### src/rtl/if_prefetch_buffer.sv
// Sequential instruction prefetcher that sits between the instruction memory port and IF.
// Keeps fetched {addr, data} pairs in a small in-order FIFO; a redirect flushes it and discards in-flight responses.
module if_prefetch_buffer #(
  parameter int DEPTH = 2
) (
  input  logic        clk_i,
  input  logic        rstn_i,
  input  logic        req_i,
  input  logic        branch_i,
  input  logic [31:0] branch_addr_i,
  output logic        fetch_valid_o,
  input  logic        fetch_ready_i,
  output logic [31:0] fetch_rdata_o,
  output logic [31:0] fetch_addr_o,
  output logic        instr_req_o,
  output logic [31:0] instr_addr_o,
  input  logic        instr_gnt_i,
  input  logic        instr_rvalid_i,
  input  logic [31:0] instr_rdata_i,
  output logic        busy_o
);

  localparam int AW = $clog2(DEPTH);
  localparam int CW = $clog2(DEPTH) + 1;

  typedef enum logic {IDLE, REQ} state_t;

  state_t          state_reg, state_next;
  logic [31:0]     addr_reg, addr_next;
  logic [31:0]     req_addr_reg, req_addr_next;
  logic            stale_reg, stale_next;
  logic [31:0]     resp_addr_reg;
  logic [CW-1:0]   fifo_count_reg, fifo_count_next;
  logic [CW-1:0]   outstanding_reg, outstanding_next;
  logic [CW-1:0]   discard_reg, discard_next;
  logic [AW-1:0]   wr_ptr_reg, rd_ptr_reg;
  logic [31:0]     entry_addr [DEPTH];
  logic [31:0]     entry_data [DEPTH];

  logic [31:0]     target;
  logic            gnt_fire, gnt_keep, push, pop, credit_next;
  logic [CW:0]     total_next;

  assign target        = branch_addr_i & 32'hFFFF_FFFC;
  assign gnt_fire      = (state_reg == REQ) && instr_gnt_i;
  // A grant is only useful if its address was captured after the last redirect.
  assign gnt_keep      = gnt_fire && !stale_reg && !branch_i;
  assign push          = instr_rvalid_i && (discard_reg == '0) && !branch_i;
  assign fetch_valid_o = (fifo_count_reg != '0);
  assign pop           = fetch_valid_o && fetch_ready_i && !branch_i;

  assign instr_req_o   = (state_reg == REQ);
  assign instr_addr_o  = (state_reg == REQ) ? req_addr_reg : addr_reg;
  assign fetch_addr_o  = entry_addr[rd_ptr_reg];
  assign fetch_rdata_o = entry_data[rd_ptr_reg];
  assign busy_o        = (outstanding_reg != '0) || (discard_reg != '0);

  always_comb begin
    fifo_count_next  = fifo_count_reg;
    outstanding_next = outstanding_reg;
    discard_next     = discard_reg;
    if (branch_i) begin
      // Everything still owed by the bus becomes a discard; the branch-cycle rvalid retires one of them.
      fifo_count_next  = '0;
      outstanding_next = '0;
      discard_next     = discard_reg + outstanding_reg + CW'(gnt_fire) - CW'(instr_rvalid_i);
    end else begin
      fifo_count_next  = fifo_count_reg + CW'(push) - CW'(pop);
      outstanding_next = outstanding_reg + CW'(gnt_keep) - CW'(push);
      discard_next     = discard_reg + CW'(gnt_fire && stale_reg)
                       - CW'(instr_rvalid_i && (discard_reg != '0));
    end
  end

  always_comb begin
    addr_next = addr_reg;
    if (branch_i)
      addr_next = target;
    else if (gnt_keep)
      addr_next = addr_reg + 32'd4;
  end

  // Credit is judged on next-cycle occupancy so a pop lets the following cycle request.
  assign total_next  = (CW+1)'(fifo_count_next) + (CW+1)'(outstanding_next) + (CW+1)'(discard_next);
  assign credit_next = total_next < (CW+1)'(DEPTH);

  always_comb begin
    state_next    = state_reg;
    req_addr_next = req_addr_reg;
    stale_next    = stale_reg;
    case (state_reg)
      IDLE: begin
        if (req_i && credit_next) begin
          state_next    = REQ;
          req_addr_next = addr_next;
          stale_next    = 1'b0;
        end
      end
      REQ: begin
        if (instr_gnt_i) begin
          stale_next = 1'b0;
          if (req_i && credit_next)
            req_addr_next = addr_next;
          else
            state_next = IDLE;
        end else if (branch_i) begin
          stale_next = 1'b1;
        end
      end
      default: state_next = IDLE;
    endcase
  end

  always_ff @(posedge clk_i or negedge rstn_i) begin
    if (!rstn_i) begin
      state_reg       <= IDLE;
      addr_reg        <= '0;
      req_addr_reg    <= '0;
      stale_reg       <= 1'b0;
      fifo_count_reg  <= '0;
      outstanding_reg <= '0;
      discard_reg     <= '0;
    end else begin
      state_reg       <= state_next;
      addr_reg        <= addr_next;
      req_addr_reg    <= req_addr_next;
      stale_reg       <= stale_next;
      fifo_count_reg  <= fifo_count_next;
      outstanding_reg <= outstanding_next;
      discard_reg     <= discard_next;
    end
  end

  always_ff @(posedge clk_i or negedge rstn_i) begin
    if (!rstn_i) begin
      resp_addr_reg <= '0;
      wr_ptr_reg    <= '0;
      rd_ptr_reg    <= '0;
      for (int i = 0; i < DEPTH; i++) begin
        entry_addr[i] <= '0;
        entry_data[i] <= '0;
      end
    end else if (branch_i) begin
      resp_addr_reg <= target;
      wr_ptr_reg    <= '0;
      rd_ptr_reg    <= '0;
    end else begin
      if (push) begin
        entry_addr[wr_ptr_reg] <= resp_addr_reg;
        entry_data[wr_ptr_reg] <= instr_rdata_i;
        wr_ptr_reg             <= wr_ptr_reg + AW'(1);
        resp_addr_reg          <= resp_addr_reg + 32'd4;
      end
      if (pop)
        rd_ptr_reg <= rd_ptr_reg + AW'(1);
    end
  end

endmodule

### config.mk
export PLATFORM = sky130hd
export DESIGN_NAME = if_prefetch_buffer
export DESIGN_NICKNAME = d
export VERILOG_FILES = /design/src/rtl/if_prefetch_buffer.sv
export SDC_FILE = /design/constraint.sdc
export NUM_CORES = 1
export LEC_CHECK = 0
export BUFFER_PORTS_ARGS = -buffer_cell sky130_fd_sc_hd__buf_2
export CORE_MARGIN = 4
export CORE_UTILIZATION = 62
export DETAILED_ROUTE_END_ITERATION = 16
export PLACE_DENSITY = 0.94
export SYNTH_ARGS = -nofsm -noshare
export SYNTH_HDL_FRONTEND = slang
export SYNTH_SLANG_ARGS = --single-unit
### constraint.sdc
create_clock -name clk_i -period 10.7 [get_ports clk_i]
set_input_delay 0.535 -clock clk_i [delete_from_list [all_inputs] [get_ports clk_i]]
set_output_delay 0.535 -clock clk_i [all_outputs]
set_load 0.01 [all_outputs]
Word level (Yosys, flattened, before mapping)
Index checks and enable logic that the tools add are counted.
Storage, ports and cells
  bits of input ports: 71
  word-level logic and storage cells: 94
  output and inout bits: 99
  bits in registers: 234
Cells by class
  reductions and logical operators: 22
  equality and inequality tests: 3
  $add $sub $neg: 15
  $lt $le $gt $ge: 4
  muxes and demuxes: 32
  bitwise operators: 4
Operators with widths (count)
  2-to-1 mux 32 bit: 14
  bitwise mux 64 bit: 2
  adder 32 x 3 -> 32 bit, second input constant: 2
  one-hot mux 32 bit (2 select lines): 1
  demux 32 bit (select 1 bit): 1
  logical AND 1 bit: 11
  nonzero test 2 bit: 5
  2-to-1 mux 1 bit: 9
  adder 2 x 1 -> 2 bit: 4
  subtractor 2 x 1 -> 2 bit: 4
  2-to-1 mux 2 bit: 3
  >= comparator 2 bit, second input constant: 2
  != test 2 bit, second input constant: 2
  NOT 1 -> 2 bit: 2
  one-hot mux 1 bit (2 select lines): 2
  AND reduction 2 bit: 2
  adder 2 x 2 -> 3 bit: 1
  adder 3 x 2 -> 3 bit: 1
  less-than comparator 3 x 2 -> 1 bit, second input constant: 1
  != test 3 bit, second input constant: 1
  adder 1 bit, second input constant: 2
  adder 2 bit: 1
  zero test 1 bit: 2
  zero test 2 bit: 1
  other kinds (3): 4

Longest topological paths before layout
  depth after elaboration: 13
  gate-level depth with buffers: 21

Worst setup path after synthesis
No wires, ideal clock.
  kind: in2reg
  start point: input branch_i
  end point: register req_addr_reg[22]
  setup slack: 6.121 ns
  library setup time: 0.148 ns
  cell stages on the path: 19
  buffers on the path: 4
  arrival time: 4.430 ns
  cells stage by stage: buf_6 > clkbuf_1 > clkbuf_1 > nor2_1 > ha_1 > inv_1 > ha_1 > xor2_1 > xnor2_1 > or2_2 > fa_1 > inv_1 > ha_1 > xnor2_1 > nor3b_1 > nand2_1 > nor2_1 > clkbuf_1 > a221oi_1
On the way
  cells in the longest elaborated chain, start to end: 12
  elaborated cells between the ends (all ways): 20
RTL lines
  start, declared: RTL line 9  | input logic branch_i,
  zero test 1 bit: RTL line 47, 48, 50
  logical AND 1 bit, on equally long branches: RTL line 48, 47
  adder 2 x 1 -> 2 bit, on equally long branches: RTL line 68, 69
  subtractor 2 x 1 -> 2 bit, on equally long branches: RTL line 68, 69
  2-to-1 mux 2 bit: RTL line 62  | if (branch_i) begin
  adder 2 x 2 -> 3 bit: RTL line 84  | assign total_next = (CW+1)'(fifo_count_next) + (CW+1)'(outstanding_next) + (CW+1)'(discard_next);
  adder 3 x 2 -> 3 bit: RTL line 84
  less-than comparator 3 x 2 -> 1 bit: RTL line 85  | assign credit_next = total_next < (CW+1)'(DEPTH);
  logical AND 1 bit: RTL line 93, 102
  2-to-1 mux 32 bit *: RTL line 93, 102
  2-to-1 mux 32 bit: RTL line 100  | if (instr_gnt_i) begin
  one-hot mux 32 bit (2 select lines) *: RTL line 91  | case (state_reg)
  end signal, assigned: RTL line 126  | req_addr_reg <= req_addr_next;
  end, declared: RTL line 30  | logic [31:0] req_addr_reg, req_addr_next;
Mark *: on every way between the ends. The rest lies on a longest branch, timed or not. The select of a mux whose other input is x is not followed.
A chain may end at the register's enable or synchronous reset.

Final worst setup path
  start point: register discard_reg[1]
  end point: register req_addr_reg[10]
On the way
  cells in the longest elaborated chain, start to end: 13
  elaborated cells between the ends (all ways): 23
RTL lines
  start, declared: RTL line 35  | logic [CW-1:0] discard_reg, discard_next;
  start signal, assigned: RTL line 130  | discard_reg <= discard_next;
  zero test 2 bit: RTL line 48  | assign push = instr_rvalid_i && (discard_reg == '0) && !branch_i;
  logical AND 1 bit (2 in a row): RTL line 48
  adder 2 x 1 -> 2 bit: RTL line 68  | fifo_count_next = fifo_count_reg + CW'(push) - CW'(pop);
  subtractor 2 x 1 -> 2 bit: RTL line 68
  2-to-1 mux 2 bit: RTL line 62
  adder 2 x 2 -> 3 bit: RTL line 84
  adder 3 x 2 -> 3 bit *: RTL line 84
  less-than comparator 3 x 2 -> 1 bit *: RTL line 85
  logical AND 1 bit *: RTL line 93, 102
  2-to-1 mux 32 bit *
  2-to-1 mux 32 bit
  one-hot mux 32 bit (2 select lines) *
Marks and branches as above.

==> metrics.md <==
| Metric | Value |
|---|---|
| Result of the run | completed |
| Standby leakage power | 5.81 nW |
| Detailed-route via count | slightly below 8,000 |
| Post-route standard cell area excluding fillers | 12,900 µm² |
| Biggest cell delay along the critical path | 800 ps |
| Number of buffer and inverter instances along the worst setup path | 4 |
| Die outline height | between 100 and 150 µm |
| Via count of the first global-routing pass | between 8,000 and 9,000 |
| Weighted congestion reported at the end of routability-driven placement | ~0.89 |
| Max Fanout on Critical Path | 24 |
| Area grow syn2layout | 16.5% |
| Detail-routed net length per standard cell | about 20 µm |
| Crit end category | flip-flop |
| Total clock buffers created by CTS | 24 |
| Number of flops mapped to enable cells by yosys | 0 |
| Metal1 wirelength | between 10,000 and 15,000 µm |
| Critical R2R Launch | discard_reg[1] |
| Global Route Usage Sum | roughly 26% |
| Most used flip-flop cell after synthesis | sky130_fd_sc_hd__dfrtp_1 |
| Top sig layer | met4 |
| Post-Route Skew | 8.65 ps |
| Largest registers | entry_data (64), entry_addr (60) |
| Maximum number of pins on one net before global-route repair | 95 |
| Fraction of synthesized cell area taken by the top area cell type | approximately 52% |
| Initial Utilization | 63.5% |
| Upper clock frequency limit | 181 MHz |
| Post-CTS setup buffer count | 0 |
| Core area | 17,400 µm² |
| Max H-tree Level | 1 |
| Tightest Hold Check Type | primary input to asynchronous set/reset pin |
| Data required, critical path | around 11,000 ps |
| Period minus WS final | approximately 5500 ps |
| Share of synthesized flip-flops with an asynchronous set or reset | between 90% and 100% |
| CP Cell Sequence | or3b_1 -> nor2_2 -> inv_1 -> ha_1 -> inv_1 -> ha_1 -> xor2_1 -> xnor2_1 -> or2_2 -> fa_1 -> inv_1 -> ha_1 -> xnor2_1 -> nor3b_1 -> and2_1 -> buf_4 -> mux2_2 |
| Count of yosys warnings during synthesis | 0 |
| Synthesized flop and latch total | between 200 and 250 |
| Finished Core Util | ~74% |
| Insertion delay of the later-clocked pin in the worst-skew pair | between 500 and 600 ps |
| Number of input and output port buffers inserted | 165 |
| Fill count | ~1,100 |
| Classification of the worst setup path | flip-flop to flip-flop |
| Cell depth of the worst flop-to-flop path | 17 |
| Most flops, register | entry_data |
| TritonCTS clock tree | yes |
| Cell with the largest stage delay on the worst path | sky130_fd_sc_hd__and2_1 |
| Main area contributors after synthesis | sky130_fd_sc_hd__dfrtp_1 52%, sky130_fd_sc_hd__mux2_2 24%, sky130_fd_sc_hd__xor2_1 3.6% |
| Sequential-to-total area share from yosys stat | between 50% and 60% |
| Setup TNS | 0 ps |
| Count of nets after finishing | between 1,000 and 1,500 |
| Number of instances in the placed design | roughly 1,200 |
| Initial antenna violation count | 0 |
| Destination of the critical timing path | req_addr_reg[10] |
| Post-CTS clock slew at the launch and capture registers of the worst setup and hold paths | ~60 ps |
| WP depth | 17 |
| Slew at the pin with the worst max-slew slack | around 1000 ps |
| Reg2reg end | req_addr_reg[10] |
| Largest buffer count on any clock path | 3 |
| Max-slew violations | 0 |
| Startpoint type of the worst setup path | flip-flop |
| Drc violations | 0 |
| Row Count | 48 |
| Largest area contributor in the netlist | sky130_fd_sc_hd__dfrtp_1 |
| Relative max-transition margin | 30.6% |
| RSZ-0062 raised after global routing | false |
| Max reg flops | 64 |
| Detailed Place HPWL | ~17,000 µm |
| Cell Pwr Density | roughly 270 nW/µm² |
| Mean number of vias per cell | 6.12 |
| Clock sink total | 228 |
| Share of final-layout standard cells stronger than drive strength 1 | between 40% and 50% |
| Hold-fix buffers at CTS | 0 |
| Tightest hold margin | roughly 13 ps |
| Top Ports | 170 |
| Cell area after placement | between 10,000 and 15,000 µm² |
| Detailed-routed wire length on met2 | ~13,000 µm |
| Worst Setup SP | discard_reg[1] |
| Total Routed Length | 25,900 µm |
| Total global routing overflow | 0 |
| Total power after layout | 3.50 mW |
| Number of hold violations in the final report | 0 |
| Commonest cells after routing, fill and taps aside | 231 x sky130_fd_sc_hd__mux2_2, 227 x sky130_fd_sc_hd__dfrtp_1, 164 x sky130_fd_sc_hd__buf_2 |
| First-pass iteration count of the detailed router | 5 |
| Part of the cycle the worst path needs | 51.5% |
| Die W | ~140 µm |
| Number of diodes added for antenna fixing | 0 |
| Mean instance size in the synthesized netlist | approximately 12 µm² |
| Cell at the root of the clock tree | sky130_fd_sc_hd__clkbuf_16 |
| Cells after synthesis | a little under 900 |
| Wire length of the first global-routing pass | between 40,000 and 50,000 µm |
| Final setup viols | 0 |
| Post-layout worst setup margin | a little over 5000 ps |
| Count of routing violations after the opening detailed-route iteration | between 500 and 600 |
| Critical path's top delay family | simple AND/OR/NAND/NOR gates |
| Wire length on met3 | 1960 µm |
| Final std cells w/o fill | about 1,300 |
| Worst slack after detailed placement | slightly above 5000 ps |
| Total die area | 20,000 µm² |
| Worst endpoint data arrival time | 5900 ps |
| Setup slack on the worst flop-to-flop path | between 5000 and 6000 ps |
| Post-synth design cell area | approximately 11,000 µm² |
| Maximum Capacitance Violations | 0 |
| Number of instances resized during post-cts repair | 0 |
| Number of different library cells in the post-synthesis netlist | 55 |
| Max rail drop VDD | ~0.21 mV |
| Commonest non-fill, non-tap cell in the layout | sky130_fd_sc_hd__mux2_2 |
| DRT antenna net count | 0 |
[cell families (layout without fill, tap and decap cells)]
group,after synthesis,after routing,synth area share [%]
mux,237,237,24.1
flops,228,228,51.6
simple gates,198,198,9.99
compound gates,81,81,4.65
xor+xnor,67,67,5.31
buf+inv,66,235,2.72
fa+ha+maj,13,13,1.61
other cells,1,2,0.0339
[layout make-up]
type                       instances  area [µm²]  share of cell area, %
inverter                          17        63.8                  0.495
multi-input combinational        598        5060                   39.3
clock inverter                    11         186                   1.45
sequential                       228        5710                   44.3
timing repair buffer             174         903                   7.01
tap                              225         282                   2.18
clock buffer                      33         686                   5.32
[cell usage after synthesis, types with 2 or more instances]
| cell | n |
|---|---|
| sky130_fd_sc_hd__mux2_2 | 231 |
| sky130_fd_sc_hd__dfrtp_1 | 228 |
| sky130_fd_sc_hd__nor2_1 | 60 |
| sky130_fd_sc_hd__xor2_1 | 46 |
| sky130_fd_sc_hd__a21oi_1 | 43 |
| sky130_fd_sc_hd__nand2_1 | 30 |
| sky130_fd_sc_hd__nand4_1 | 26 |
| sky130_fd_sc_hd__nand3_1 | 24 |
| sky130_fd_sc_hd__xnor2_1 | 21 |
| sky130_fd_sc_hd__clkbuf_1 | 20 |
| sky130_fd_sc_hd__inv_1 | 16 |
| sky130_fd_sc_hd__a221oi_1 | 15 |
| sky130_fd_sc_hd__ha_1 | 11 |
| sky130_fd_sc_hd__buf_2 | 10 |
| sky130_fd_sc_hd__o21ai_0 | 9 |
| sky130_fd_sc_hd__buf_1 | 8 |
| sky130_fd_sc_hd__buf_4 | 8 |
| sky130_fd_sc_hd__nor4_1 | 7 |
| sky130_fd_sc_hd__and3_1 | 6 |
| sky130_fd_sc_hd__and4_1 | 6 |
| sky130_fd_sc_hd__nor3_1 | 6 |
| sky130_fd_sc_hd__mux2_1 | 4 |
| sky130_fd_sc_hd__nand2b_1 | 4 |
| sky130_fd_sc_hd__nor2b_1 | 4 |
| sky130_fd_sc_hd__nor3b_1 | 3 |
| sky130_fd_sc_hd__nor4_2 | 3 |
| sky130_fd_sc_hd__o31ai_1 | 3 |
| sky130_fd_sc_hd__or2_2 | 3 |
| sky130_fd_sc_hd__a21boi_0 | 2 |
| sky130_fd_sc_hd__a221oi_2 | 2 |
| sky130_fd_sc_hd__and2_1 | 2 |
| sky130_fd_sc_hd__clkbuf_2 | 2 |
| sky130_fd_sc_hd__fa_1 | 2 |
| sky130_fd_sc_hd__mux2i_1 | 2 |
| sky130_fd_sc_hd__nor3_2 | 2 |
| sky130_fd_sc_hd__nor4_4 | 2 |
| sky130_fd_sc_hd__o21a_1 | 2 |
[routing by layer]
metal  vias to the layer above  GRT usage, %
met4                         0          7.63
met5                         -             0
met2                       378          43.6
met1                      3959          34.5
li1                       3480             -
met3                        58          3.74
[power breakdown]
part / internal, mW / switching [mW]
clock: 0.570 / 0.343
combinational: 0.627 / 0.618
sequential: 1.15 / 0.189
[worst min path at each step]
stage               slack (ps)          endpoint  cells after the start
finish                      10    entry_data[33]                      1
CTS                         40    entry_data[33]                      1
global placement           460  req_addr_reg[13]                      2
global route                50    entry_data[33]                      1
floorplan                  240       addr_reg[0]                      0
detailed placement         470    entry_addr[41]                      1
Note: power is estimated with default switching activity, not from simulation.
